--- src/rtl/round_key_xor_pipe.sv ---
// Purpose: AES round-key addition: XOR each block with a selectable slot from a loadable key bank.
// Latency: one cycle from accept to out_valid; a key write is visible to blocks accepted from the next edge on.
// Backpressure: an output register plus a skid register; in_ready comes only from registers (drops while the skid is full).
module round_key_xor_pipe #(
    parameter int DATA_W   = 128,
    parameter int NUM_KEYS = 15,
    localparam int IDX_W   = (NUM_KEYS > 1) ? $clog2(NUM_KEYS) : 1
) (
    input  logic                clk,
    input  logic                rst,
    input  logic                key_we,
    input  logic [IDX_W-1:0]    key_idx,
    input  logic [DATA_W-1:0]   key_wdata,
    input  logic                key_clr,
    output logic [NUM_KEYS-1:0] keys_loaded,
    input  logic                in_valid,
    output logic                in_ready,
    input  logic [DATA_W-1:0]   in_data,
    input  logic [IDX_W-1:0]    in_idx,
    output logic                out_valid,
    input  logic                out_ready,
    output logic [DATA_W-1:0]   out_data,
    output logic                out_err
);

    logic [DATA_W-1:0] key_mem [NUM_KEYS];

    logic [DATA_W-1:0] sel_key;
    logic              sel_loaded;
    logic [DATA_W-1:0] res_dat;
    logic              res_err;

    logic              skid_vld;
    logic [DATA_W-1:0] skid_dat;
    logic              skid_err;
    logic              accept;

    // The skid register is the only thing that can refuse input, so ready is a pure register output.
    assign in_ready = ~skid_vld;
    assign accept   = in_valid & in_ready;

    // Key bank: clear beats write; slot indices outside the bank are silently dropped.
    always_ff @(posedge clk or posedge rst) begin
        if (rst) begin
            for (int i = 0; i < NUM_KEYS; i++) begin
                key_mem[i] <= '0;
            end
            keys_loaded <= '0;
        end else if (key_clr) begin
            for (int i = 0; i < NUM_KEYS; i++) begin
                key_mem[i] <= '0;
            end
            keys_loaded <= '0;
        end else if (key_we) begin
            for (int i = 0; i < NUM_KEYS; i++) begin
                if (key_idx == IDX_W'(i)) begin
                    key_mem[i]     <= key_wdata;
                    keys_loaded[i] <= 1'b1;
                end
            end
        end
    end

    // Slot lookup reads the current register contents, so a same-cycle write is not seen (read-before-write).
    // An out-of-range index matches no slot: the key stays zero (data passes through) and the block is flagged.
    always_comb begin
        sel_key    = '0;
        sel_loaded = 1'b0;
        for (int i = 0; i < NUM_KEYS; i++) begin
            if (in_idx == IDX_W'(i)) begin
                sel_key    = key_mem[i];
                sel_loaded = keys_loaded[i];
            end
        end
        res_dat = in_data ^ sel_key;
        res_err = ~sel_loaded;
    end

    // Output/skid pair: the skid drains into OUT first; new results go to OUT when it frees up, otherwise to the skid.
    always_ff @(posedge clk or posedge rst) begin
        if (rst) begin
            out_valid <= 1'b0;
            out_data  <= '0;
            out_err   <= 1'b0;
            skid_vld  <= 1'b0;
            skid_dat  <= '0;
            skid_err  <= 1'b0;
        end else if (skid_vld) begin
            if (out_ready) begin
                out_data <= skid_dat;
                out_err  <= skid_err;
                skid_vld <= 1'b0;
            end
        end else if (accept) begin
            if (!out_valid || out_ready) begin
                out_valid <= 1'b1;
                out_data  <= res_dat;
                out_err   <= res_err;
            end else begin
                skid_vld <= 1'b1;
                skid_dat <= res_dat;
                skid_err <= res_err;
            end
        end else if (out_ready) begin
            out_valid <= 1'b0;
        end
    end

endmodule

--- config.mk ---
export PLATFORM = sky130hd
export DESIGN_NAME = round_key_xor_pipe
export DESIGN_NICKNAME = d
export VERILOG_FILES = /design/src/rtl/round_key_xor_pipe.sv
export SDC_FILE = /design/constraint.sdc
export NUM_CORES = 2
export LEC_CHECK = 0
export ABC_AREA = 0
export CAP_MARGIN = 20
export CORE_MARGIN = 2
export CORE_UTILIZATION = 35
export DETAILED_ROUTE_END_ITERATION = 8
export PLACE_DENSITY_LB_ADDON = 0.3
export REMOVE_ABC_BUFFERS = 1
export SKIP_CTS_REPAIR_TIMING = 1
export SLEW_MARGIN = 25
export SYNTH_ARGS = -nofsm -noshare
export SYNTH_HDL_FRONTEND = slang
export SYNTH_SLANG_ARGS = --single-unit
--- constraint.sdc ---
create_clock -name clk -period 120.4 [get_ports clk]
set_clock_uncertainty 0.15 [all_clocks]
set_input_delay 36.12 -clock clk [delete_from_list [all_inputs] [get_ports clk]]
set_output_delay 36.12 -clock clk [all_outputs]
set_load 0.005 [all_outputs]
=== After elaboration in Yosys (flattened, before gate mapping) ===
Cells that the tools add are included.
Widths: inputs -> output; s select.

* Equality and inequality tests: 30
* Muxes and demuxes: 79
* Bitwise operators: 5
* Reduce and logical (&&, ||, !) cells: 41

{| class="wikitable"
|+ Operator list
! operator !! number
|-
| $mux 128 || 34
|-
| $mux 1920 || 2
|-
| $xor 128x128->128 || 1
|-
| $eq 4x4->1 const B || 14
|-
| $mux 1 || 41
|-
| $reduce_bool 2->1 || 19
|-
| $eq 4x3->1 const B || 8
|-
| $mux 15 || 2
|-
| $reduce_and 2->1 || 15
|-
| $eq 4x2->1 const B || 4
|-
| $reduce_and 3->1 || 3
|-
| $eq 4x1->1 const B || 2
|-
| $logic_not 4->1 || 2
|-
| $not 1->1 || 3
|-
| $ne 2x1->1 const B || 1
|-
| $ne 2x2->1 const B || 1
|-
| $and 1x1->1 || 1
|-
| $logic_not 1->1 || 1
|-
| $logic_or 1x1->1 || 1
|}

* Register bits: 2195
* Input port bits: 270

=== Depth between registers and ports, before layout ===
* Word-level depth: 20
* Gate-level depth with buffers: 13

=== Worst setup path before layout ===
Ideal clock, no wire load.

* Kind: input-to-reg
* From: in in_idx[0]
* To: reg out_data[96]
* Arrival time: 37.981 ns
* Required time: 120.131 ns
* Setup slack: 82.150 ns
* Stages: 11
* Buffers on the path: 4
* Cell sequence: buf_6 > buf_6 > buf_6 > buf_4 > mux4_2 > a22oi_1 > o22ai_1 > a21oi_1 > xor2_1 > o211ai_1 > o21a_1

* Cells in the longest elaborated chain, start to end: 20
* Elaborated cells between the ends (all ways): 34
* Classes of those cells: 14 x eq/ne; 18 x mux; 1 x bitwise; 1 x reduce/logical

{| class="wikitable"
|+ RTL lines
! item !! RTL line !! RTL
|-
| from (decl) || 19 || <nowiki>input logic [IDX_W-1:0] in_idx,</nowiki>
|-
| $logic_not 4->1 || 70 || <nowiki>if (in_idx == IDX_W'(i)) begin</nowiki>
|-
| $mux 128 (14 in a row) || 70 ||
|-
| $mux 128 * || 70 ||
|-
| $xor 128x128->128 * || 75 || <nowiki>res_dat = in_data ^ sel_key;</nowiki>
|-
| $mux 128 * || 95 || <nowiki>if (!out_valid || out_ready) begin</nowiki>
|-
| $mux 128 * || 94 || <nowiki>end else if (accept) begin</nowiki>
|-
| $mux 128 * || 88 || <nowiki>end else if (skid_vld) begin</nowiki>
|-
| to (signal assigned) || 90 || <nowiki>out_data <= skid_dat;</nowiki>
|-
| to (signal assigned) || 97 || <nowiki>out_data <= res_dat;</nowiki>
|-
| to (decl) || 22 || <nowiki>output logic [DATA_W-1:0] out_data,</nowiki>
|}

Every way passes the cells marked *; elsewhere a longest branch is shown, timed or not. The select of a mux whose other input is x is not followed.
A chain may end at the register's enable or synchronous reset.

==> results.yml <==
power_and_ir_drop:
  vdd_ir_drop_max_mv: 0.0117
  p_int_w: 0.00134
  power_switching_w: 0.000490
  pwr-share-clk_pct: 45.1
  total_power_w: 0.00183
  power_leakage_nw: 47.8
  pwr-share-seq_pct: 43.6
  p_per_area_mw_per_mm2: 15.3
  combPwrFrac_pct: 11.3
  p_sw_share_pct: 26.8
worst_setup_path:
  crit_chain: "clkdlybuf4s50_1, inv_8, buf_4, buf_4, buf_4, buf_4, buf_4, buf_4, buf_6"
  path_delay_family: "buffers and inverters"
  cp_num_buf_inv: 9
  crit_slowest_cell: "buf_4"
  end_kind: "asynchronous set/reset pin"
  r2r_cells: 7
  cp_num_cells: 9
  crit_fanout: 75
  required_ns: 121.17
  crit_top_cell: "buf_4"
  worst_setup_path_start_kind: "input port"
  worstSetupPathType: "in2async"
  critPathMaxStageDelay_ns: 0.80
  crit_arrival_ns: 42.38
logic_synthesis:
  synthTopCellsByArea: "dfrtp_1, nand2_1, a21oi_1, clkbuf_1, mux4_2"
  synth_warnings: 0
  synth_edf_count: 0
  synthCells: 12000
  syn_avg_cell_area_um2: 8.69
  ys_seq_elements: 2195
  syn_area_mm2: 0.104
  async_flop_share_pct: 100
  yosysSeqAreaShare_pct: 52.9
  synth_top_area_share_pct: 52.9
  synth_common_cells: "nand2_1, a21oi_1, dfrtp_1"
  synth_area_leader_cell: "dfrtp_1"
  yosysMostFrequentCell: "nand2_1"
  ys.flop_type: "dfrtp_1"
  synthDistinctLibCells: 69
place:
  gp_congestion: 0.807
  port_buffers: 415
  dp_hpwl_um: 219000
  placed_cells_incl_taps: 15400
  preCtsSetupSlack_ns: 77.37
die:
  dieArea_mm2: 0.301
  start_util_pct: 35.1
  rows: 200
  die_h_um: 549
  die_x_um: 549
  pin_count: 416
  core_mm2: 0.296
route:
  wl_met3_um: 40600
  m1WireLength_um: 171000
  wire_per_inst_um: 25.8
  vias: 90700
  totalWireLength_um: 409000
  drt_pass1_iterations: 8
  drtAntennaViolNets: 0
  highest_layer: "met5"
  viasPerCell: 5.72
  wl_met2_um: 182000
  drcViolationCount: 0
  dr.first_iter.drc_count: 11500
cells_and_area:
  nNetsFinal: 12000
  area_growth_pct: 15.0
  fin_cells: 15800
  drive_gt1_share_pct: 7.64
  fill_cells: 29300
sta:
  tightest_slew_ns: 1.26
  layout_min_cycle_time_ns: 41.60
  setup_viol: 0
  setup_ws_ns: 78.80
  relSlewSlack_pct: 16.2
  finalHoldViolCount: 0
  drv_slew: 0
  rsz0062_at_grt: "false"
  fin_crit_sh_pct: 34.6
  fmaxAchievable_mhz: 24.0
  timing.setup.tns_ns: 0
clocking:
  cts_tree: "yes"
  cts_sinks: 2195
  path_clk_slew_ns: 0.06
  root_buffer: "clkbuf_16"
  htreeDepth: 5
  clkLatencyLatePin_ns: 0.93
  cts.path.max_buffers: 4
  cts_buffers: 264
worst_hold_path:
  whs_path_depth: 2
  hold_path_class: "reg2reg"
global_routing:
  grt.overflow.total: 0
  grt_pass1_wl_um: 604000
  grt_pass1_vias: 88100
  grt_antenna_before_repair: 63
  grt_start_max_net_pins: 213
  grt_use_total_pct: 26.5
outcome:
  status: "complete, no violations"
run:
  maxCapViolCount: 0
==> cell type report <==
class	instances	area [um2]	share of cell area (%)
Sequential cell	2195	54900	46.0
Multi-Input combinational cell	8598	44600	37.3
Clock buffer	382	7700	6.45
Timing Repair Buffer	616	6080	5.09
Tap cell	3939	4930	4.13
Clock inverter	78	1070	0.898
Antenna cell	24	60.1	0.0503
Inverter	10	57.6	0.0482
==> per-layer routing <==
metal  vias to the layer above  global-route usage (%)
met5                         -                       0
met4                        58                    9.66
met3                       884                    5.46
met2                      4407                    40.4
met1                     45500                    37.3
li1                      39900                       -
==> logic make-up after synthesis <==
family / synth area share [%]
xor+xnor: 1.08
simple gates: 17.3
mux: 4.99
buf+inv: 4.56
flops: 52.9
compound gates: 19.2
==> path summary, 6_finish.rpt <==
check / slack, ns / endpoint / from
hold reg to reg: 0.32 / skid_dat[65]$_DFFE_PP0P_ / skid_dat[65]$_DFFE_PP0P_
hold / removal: 0.32 / skid_dat[65]$_DFFE_PP0P_ / skid_dat[65]$_DFFE_PP0P_
setup reg to reg: 116.14 / skid_dat[49]$_DFFE_PP0P_ / skid_vld$_DFF_PP0_
max in group clk: 80.14 / skid_dat[65]$_DFFE_PP0P_ / in_idx[1]
min in group asynchronous: 35.52 / out_data[42]$_DFFE_PP0P_ / rst
setup / recovery: 78.80 / key_mem[1713]$_DFFE_PP0P_ / rst
==> power by group through the flow <==
stage               Clock (W)  Combinational [W]  Sequential [W]
floorplan                   0          0.0000852        0.000813
global placement            0           0.000204        0.000809
detailed placement          0           0.000206        0.000810
CTS                  0.000836           0.000206        0.000797
global route         0.000865           0.000224        0.000801
finish               0.000823           0.000206        0.000797
==> layout by cell type, fill, tap and decap left out, drive strengths merged, types with 96 or more instances in the layout <==
cell type	netlist	routed
clkbuf	944	382
clkdlybuf4s50	0	409
xor2	106	106
a22oi	142	142
dfrtp	2195	2195
a21oi	2276	2276
mux4	153	153
o21a	96	96
buf	204	207
nand2	4267	4267
o21ai	401	401
mux2i	114	114
a221oi	96	96
nor2	191	191
==> metrics by stage <==
stage               hold WS (ns)  area, um2  util [%]
CTS                        0.328     119000      40.3
finish                     0.322     119000      40.3
detailed placement         0.314     111000      37.3
global placement           0.306     110000      37.3
floorplan                  0.292      99200         -
global route               0.341     119000      40.3
==> worst reg2reg max path, stage by stage (launching register included) <==
cell	delay, ns
dfrtp_4	0.88
clkinv_1	0.36
buf_4	0.28
nand4_1	0.12
buf_4	0.48
buf_4	0.69
buf_4	0.74
o21ai_0	0.37
==> flip-flops by register name, summed over array words and instances (netlist names) <==
register	cells
key_mem	1920
keys_loaded	15
out_data	128
out_err	1
out_valid	1
skid_dat	128
skid_err	1
skid_vld	1
Note: power is estimated with default switching activity, not from simulation.
